**config.mk**
```make
export PLATFORM = sky130hd
export DESIGN_NAME = bool_mask_split_flat
export DESIGN_NICKNAME = d
export VERILOG_FILES = /design/src/rtl/bool_mask_split_pkg.sv /design/src/rtl/bool_mask_split_if.sv /design/src/rtl/bool_mask_stage.sv /design/src/rtl/bool_mask_split.sv /design/src/flat_wrapper.sv
export SDC_FILE = /design/constraint.sdc
export NUM_CORES = 1
export LEC_CHECK = 0
export ABC_AREA = 0
export CORE_ASPECT_RATIO = 1.5
export CORE_UTILIZATION = 50
export CTS_CLUSTER_DIAMETER = 50
export CTS_CLUSTER_SIZE = 12
export DETAILED_ROUTE_END_ITERATION = 16
export GPL_TIMING_DRIVEN = 1
export PLACE_DENSITY = 0.82
export SKIP_CTS_REPAIR_TIMING = 1
export SYNTH_ARGS = -nofsm -noshare
export SYNTH_HDL_FRONTEND = slang
export SYNTH_HIERARCHICAL = 1
export SYNTH_SLANG_ARGS = --single-unit
```
**constraint.sdc**
```tcl
create_clock -name clk -period 3.1 [get_ports clk]
set_input_delay 0.465 -clock clk [delete_from_list [all_inputs] [get_ports clk]]
set_output_delay 0.465 -clock clk [all_outputs]
set_load 0.005 [all_outputs]
```
**src/rtl/bool_mask_split_pkg.sv**
```systemverilog
// Shared definitions for the Boolean masking encoder and the matching
// unmasking stage. It holds the randomness budget, the share slicing helper
// and the share-count sanity check.
package bool_mask_split_pkg;

  localparam int K_WIDTH_DEF  = 32;
  localparam int N_SHARES_DEF = 3;

  // Randomness words per input word: N-1 for the split, N-1 for the refresh.
  function automatic int randnum(input int n_shares);
    return 2 * (n_shares - 1);
  endfunction

  // Bit offset of word/share idx inside a packed bus of k-bit words.
  function automatic int share_off(input int idx, input int k);
    return idx * k;
  endfunction

  // With fewer than two shares the value would sit unmasked on the bus.
  function automatic bit n_shares_ok(input int n_shares);
    return n_shares >= 2;
  endfunction

endpackage

```
**src/rtl/bool_mask_split_if.sv**
```systemverilog
// Input, randomness and output handshakes of the masking encoder.
// The slave side is the encoder. The master side is whoever feeds it and
// drains it.
interface bool_mask_split_if
  import bool_mask_split_pkg::*;
#(
  parameter int K_WIDTH  = K_WIDTH_DEF,
  parameter int N_SHARES = N_SHARES_DEF
);
  localparam int MASKWIDTH = K_WIDTH * N_SHARES;
  localparam int RANDNUM   = randnum(N_SHARES);

  logic                         dvld;
  logic [K_WIDTH-1:0]           i_x;
  logic                         i_rdy;
  logic [K_WIDTH*RANDNUM-1:0]   rnd;
  logic                         rnd_vld;
  logic                         rnd_rdy;
  logic [MASKWIDTH-1:0]         o_x;
  logic                         ovld;
  logic                         o_rdy;

  modport master (
    output dvld, i_x, rnd, rnd_vld, o_rdy,
    input  i_rdy, rnd_rdy, o_x, ovld
  );

  modport slave (
    input  dvld, i_x, rnd, rnd_vld, o_rdy,
    output i_rdy, rnd_rdy, o_x, ovld
  );
endinterface

```
**src/rtl/bool_mask_stage.sv**
```systemverilog
// One pipeline register stage. It holds a data word and a valid bit, and it
// moves only when both the global enable and the stage advance are high.
// Data loads only with a valid word, so a bubble leaves the old payload in
// place. That payload is don't-care while valid is low.
module bool_mask_stage #(
  parameter int W = 8
) (
  input  logic         clk,
  input  logic         rst_n,
  input  logic         ena,
  input  logic         adv,
  input  logic         vin,
  input  logic [W-1:0] d,
  output logic         vld,
  output logic [W-1:0] q
);

  // Synchronous clear. Otherwise the stage advances on ena & adv.
  always_ff @(posedge clk) begin
    if (!rst_n) begin
      vld <= 1'b0;
      q   <= '0;
    end else if (ena && adv) begin
      vld <= vin;
      if (vin) q <= d;
    end
  end

endmodule

```
**src/rtl/bool_mask_split.sv**
```systemverilog
// Boolean masking encoder. It splits an unmasked word into N_SHARES shares
// with fresh randomness (stage A), applies one chained refresh layer
// (stage B), and presents the packed shares on a valid/ready output.
// The XOR of all shares equals the input after each stage.
module bool_mask_split
  import bool_mask_split_pkg::*;
#(
  parameter int K_WIDTH   = K_WIDTH_DEF,
  parameter int N_SHARES  = N_SHARES_DEF,
  parameter int MASKWIDTH = K_WIDTH * N_SHARES,
  parameter int RANDNUM   = randnum(N_SHARES)
) (
  input  logic              clk,
  input  logic              rst_n,
  input  logic              ena,
  bool_mask_split_if.slave  bus
);

  localparam int NR   = N_SHARES - 1;       // words per split / per refresh
  localparam int RW   = K_WIDTH * NR;       // refresh words carried in stage A
  localparam int A_W  = MASKWIDTH + RW;

  if (!n_shares_ok(N_SHARES)) begin : g_bad_shares
    $error("bool_mask_split: N_SHARES must be >= 2");
  end

  logic [RANDNUM-1:0][K_WIDTH-1:0]  rw;
  logic [N_SHARES-1:0][K_WIDTH-1:0] split_sh, a_sh, ref_sh;
  logic [NR-1:0][K_WIDTH-1:0]       split_r, a_r;
  logic [A_W-1:0]                   a_d, a_q;
  logic [MASKWIDTH-1:0]             b_q;
  logic                             va, vb, adv_a, adv_b, acc;

  // Unpack the randomness bus word by word.
  for (genvar j = 0; j < RANDNUM; j++) begin : g_rnd
    assign rw[j] = bus.rnd[share_off(j, K_WIDTH) +: K_WIDTH];
  end

  // Each stage moves when its successor has room. Data and randomness are
  // taken together, so each ready depends on the other side's valid.
  assign adv_b       = ~vb | bus.o_rdy;
  assign adv_a       = ~va | adv_b;
  assign acc         = ena & adv_a & bus.dvld & bus.rnd_vld;
  assign bus.i_rdy   = ena & adv_a & bus.rnd_vld;
  assign bus.rnd_rdy = ena & adv_a & bus.dvld;

  // Split: shares 1..N-1 are raw random words, and share 0 absorbs them all.
  always_comb begin
    split_sh    = '0;
    split_sh[0] = bus.i_x;
    for (int i = 1; i < N_SHARES; i++) begin
      split_sh[i] = rw[i-1];
      split_sh[0] = split_sh[0] ^ rw[i-1];
    end
  end

  // The refresh words ride through stage A with the shares. No randomness
  // is sampled after the accept.
  always_comb begin
    split_r = '0;
    for (int j = 0; j < NR; j++) split_r[j] = rw[NR + j];
  end

  assign a_d = {split_r, split_sh};

  bool_mask_stage #(.W(A_W)) u_stage_a (
    .clk   (clk),
    .rst_n (rst_n),
    .ena   (ena),
    .adv   (adv_a),
    .vin   (acc),
    .d     (a_d),
    .vld   (va),
    .q     (a_q)
  );

  assign {a_r, a_sh} = a_q;

  // Chained refresh: word j goes into shares j and j+1, so it cancels in
  // the XOR of all shares.
  always_comb begin
    ref_sh = a_sh;
    for (int j = 0; j < NR; j++) begin
      ref_sh[j]   = ref_sh[j]   ^ a_r[j];
      ref_sh[j+1] = ref_sh[j+1] ^ a_r[j];
    end
  end

  bool_mask_stage #(.W(MASKWIDTH)) u_stage_b (
    .clk   (clk),
    .rst_n (rst_n),
    .ena   (ena),
    .adv   (adv_b),
    .vin   (va),
    .d     (ref_sh),
    .vld   (vb),
    .q     (b_q)
  );

  assign bus.ovld = vb;
  assign bus.o_x  = b_q;

endmodule
```
**src/flat_wrapper.sv**
```systemverilog
// flat-port wrapper written by rule: the top's interface ports become plain ports
module bool_mask_split_flat import bool_mask_split_pkg::*;
#(
  parameter int K_WIDTH   = K_WIDTH_DEF,
  parameter int N_SHARES  = N_SHARES_DEF,
  parameter int MASKWIDTH = K_WIDTH * N_SHARES,
  parameter int RANDNUM   = randnum(N_SHARES)
)
  (clk, rst_n, ena, bus_dvld, bus_i_x, bus_rnd, bus_rnd_vld, bus_o_rdy, bus_i_rdy, bus_rnd_rdy, bus_o_x, bus_ovld);
  bool_mask_split_if #(.K_WIDTH(K_WIDTH), .N_SHARES(N_SHARES)) bus_i ();
  input  logic clk;
  input  logic rst_n;
  input  logic ena;
  input wire logic [$bits(bus_i.dvld)-1:0] bus_dvld;
  input wire logic [$bits(bus_i.i_x)-1:0] bus_i_x;
  input wire logic [$bits(bus_i.rnd)-1:0] bus_rnd;
  input wire logic [$bits(bus_i.rnd_vld)-1:0] bus_rnd_vld;
  input wire logic [$bits(bus_i.o_rdy)-1:0] bus_o_rdy;
  output wire logic [$bits(bus_i.i_rdy)-1:0] bus_i_rdy;
  output wire logic [$bits(bus_i.rnd_rdy)-1:0] bus_rnd_rdy;
  output wire logic [$bits(bus_i.o_x)-1:0] bus_o_x;
  output wire logic [$bits(bus_i.ovld)-1:0] bus_ovld;
  assign bus_i.dvld = bus_dvld;
  assign bus_i.i_x = bus_i_x;
  assign bus_i.rnd = bus_rnd;
  assign bus_i.rnd_vld = bus_rnd_vld;
  assign bus_i.o_rdy = bus_o_rdy;
  assign bus_i_rdy = bus_i.i_rdy;
  assign bus_rnd_rdy = bus_i.rnd_rdy;
  assign bus_o_x = bus_i.o_x;
  assign bus_ovld = bus_i.ovld;
  bool_mask_split #(.K_WIDTH(K_WIDTH), .N_SHARES(N_SHARES), .MASKWIDTH(MASKWIDTH), .RANDNUM(RANDNUM)) u_core (.clk(clk), .rst_n(rst_n), .ena(ena), .bus(bus_i));
endmodule
```
==> metrics.yaml <==
synth_ff_type: "dfxtp_1"
min_path_type: "reg2reg"
placed_area_sq_um: 14700
die_w_um: 128
io_pins: 265
fin_worst_skew_ps: 18.1
fin_crit_sh_pct: 71.0
arrival_ps: 1740
final_antenna_net_count: 0
syn_area_per_cell_sq_um: 9.10
dp.cells: 1829
avgRoutedWirePerCell_um: 14.6
hold_viol: 0
ys_seq_area_share_pct: 43.2
worst_path_most_repeated_cell: "clkdlybuf4s50_1"
synth_edf_count: 0
antenna_found_initial: 2
tns_ps: 0
ys_async_sr_fraction_pct: 0
synth_top_area_share_pct: 43.2
r2r-start: "u_core/u_stage_b/vld"
yosysWarningCount: 6
critPathTopFamily: "buffers and inverters"
max-clock-path-buffers: 3
pre_cts_slack_ps: 736
relSlewSlack_pct: 53.6
instances_no_fill: 1862
overflow: 0
synthTopCellsByArea: "dfxtp_1 (43%), mux2i_1 (21%), nand2_1 (16%)"
htreeDepth: 1
status: "finished clean"
crit_path_cell_trace: "clkdlybuf4s50_1, nand3b_4, and3_1, clkdlybuf4s50_1"
crit_type: "in2out"
rsz0062_at_grt: "false"
drc_errors: 0
reg2reg_slack_ps: 1310
tightest_slew_ps: 696
cts_buffers: 26
grt_pass1_wl_mm: 43.0
fmax_mhz: 454
start_util_pct: 50.8
nFillCells: 1918
ys_types: 15
die_height_um: 191
min_from: "u_core/u_stage_b/q[51]"
finalWeightedCongestion: 0.788
setup_viol: 0
core_area_sq_um: 23600
finalWirelength_mm: 27.3
stdcell_area_sq_um: 15500
yosys-top-cells-count: "nand2_1 (512), dfxtp_1 (258), mux2i_1 (256)"
multiInputGateArea_sq_um: 6270
syn_to_final_growth_pct: 29.2
seq_area_sq_um: 5160
holdPathStages: 2
r2r_end: "u_core/u_stage_a/q[102]"
whs_endpoint: "u_core/u_stage_b/q[51]"
synth_top_area_cell: "dfxtp_1"
cts_tree: "yes"
nNetsFinal: 1704
p_per_area_nw_per_um2: 446
synthMostInstantiatedCell: "nand2_1"
layout_setup_ws_ps: 898
synth_seq_cells: 258
drt-pass1-iter-count: 4
critPathRequiredTime_ps: 2630
grt_max_degree: 115
cp_slowest_cell: "clkdlybuf4s50_1"
cts_sinks: 258
worstSkewPairLatency_ps: 510
cp-start-kind: "input port"
max_stage_delay_ps: 490
cp_max_fo: 5
portBuffers: 264
drive_gt1_share_pct: 3.31
endpoint_kind: "primary output"
synth_area_sq_um: 12000
hpwl_mm: 19.4
rows: 69
cp_num_buf_inv: 2
synth_nets: 1481
grt_pass1_vias: 9175
p_leak_uw: 0.00558
min_period_ps: 2200
finalMaxSlewViolations: 0
vdd_drop_max_mv: 0.371
clk_pin_slew_ps: 60
track_usage_pct: 21.8
drt_iter0_markers: 361
dieArea_sq_um: 24600
num_vias: 9044
root_buffer: "clkbuf_16"
worstRegToRegCells: 6
syn_inst: 1315
viasPerCell: 4.86
maxCapViolCount: 0
[stage by stage]
stage / utilization [%] / hold WS, ps / power (uW)
detailed placement: 62.6 / 449 / 4220
finish: 65.6 / 455 / 6900
global route: 65.6 / 467 / 7160
CTS: 65.5 / 457 / 6980
floorplan: - / 446 / 3890
global placement: 62.6 / 443 / 4220
[state kept, by name, summed over array words and instances (netlist names)]
register / flops
u_core/u_stage_a/q: 160
u_core/u_stage_b/q: 96
u_core/u_stage_a/vld: 1
u_core/u_stage_b/vld: 1
[per-layer routing]
metal	GRT usage (%)	vias up	wire [um]
met5	0	-	0
met4	12.4	0	1330
met3	3.81	68	1200
met2	41.2	204	14500
met1	22.1	4153	10200
li1	-	4619	-
[final cells by class]
cell class / count / share of cell area (%)
Antenna cell: 2 / 0.0324
Tap cell: 319 / 2.58
Sequential cell: 258 / 33.4
Clock buffer: 28 / 4.40
Timing Repair Buffer: 281 / 18.9
Multi-Input combinational cell: 971 / 40.6
Clock inverter: 3 / 0.162
[cell families after synthesis]
family / share of synthesized area [%]
and+or+nand+nor: 16.6
DFF: 43.2
muxes: 21.4
xor gates and xnor gates: 14.1
buffers and inverters: 4.54
AOI/OAI and AO/OA: 0.251
[worst min-delay path, cell delays in order, from the launching register on]
cell and delay [ps]:
dfxtp_1 300, nand2_1 50, mux2i_1 50
[layout by cell type, fill, tap and decap left out]
master / n
and4_1: 1
a21boi_0: 2
o21a_1: 2
clkbuf_1: 1
clkinv_4: 2
buf_12: 11
diode_2: 2
nand2_1: 512
dfxtp_1: 258
and3_1: 2
xnor2_1: 128
clkinvlp_4: 1
and3_4: 2
xor2_1: 64
clkdlybuf4s50_1: 263
nand2b_1: 1
buf_4: 6
clkbuf_16: 27
mux2i_1: 256
nand3b_4: 1
buf_8: 1
[power breakdown]
part / total, uW / switching (uW) / internal [uW]
combinational: 741 / 336 / 405
clock: 2750 / 1210 / 1540
sequential: 3410 / 42.2 / 3370
total: 6900 / 1590 / 5310
[worst max-delay path by stage]
stage / endpoint / start / cells after the start
finish: bus_rnd_rdy / bus_o_rdy / 4
global route: bus_i_rdy / bus_o_rdy / 4
CTS: bus_i_rdy / bus_o_rdy / 4
detailed placement: u_core/u_stage_a/q[102] / bus_o_rdy / 7
global placement: u_core/u_stage_a/q[81] / bus_o_rdy / 7
floorplan: u_core/u_stage_a/vld / bus_o_rdy / 7
No activity file was read; power rests on OpenSTA's default activity.
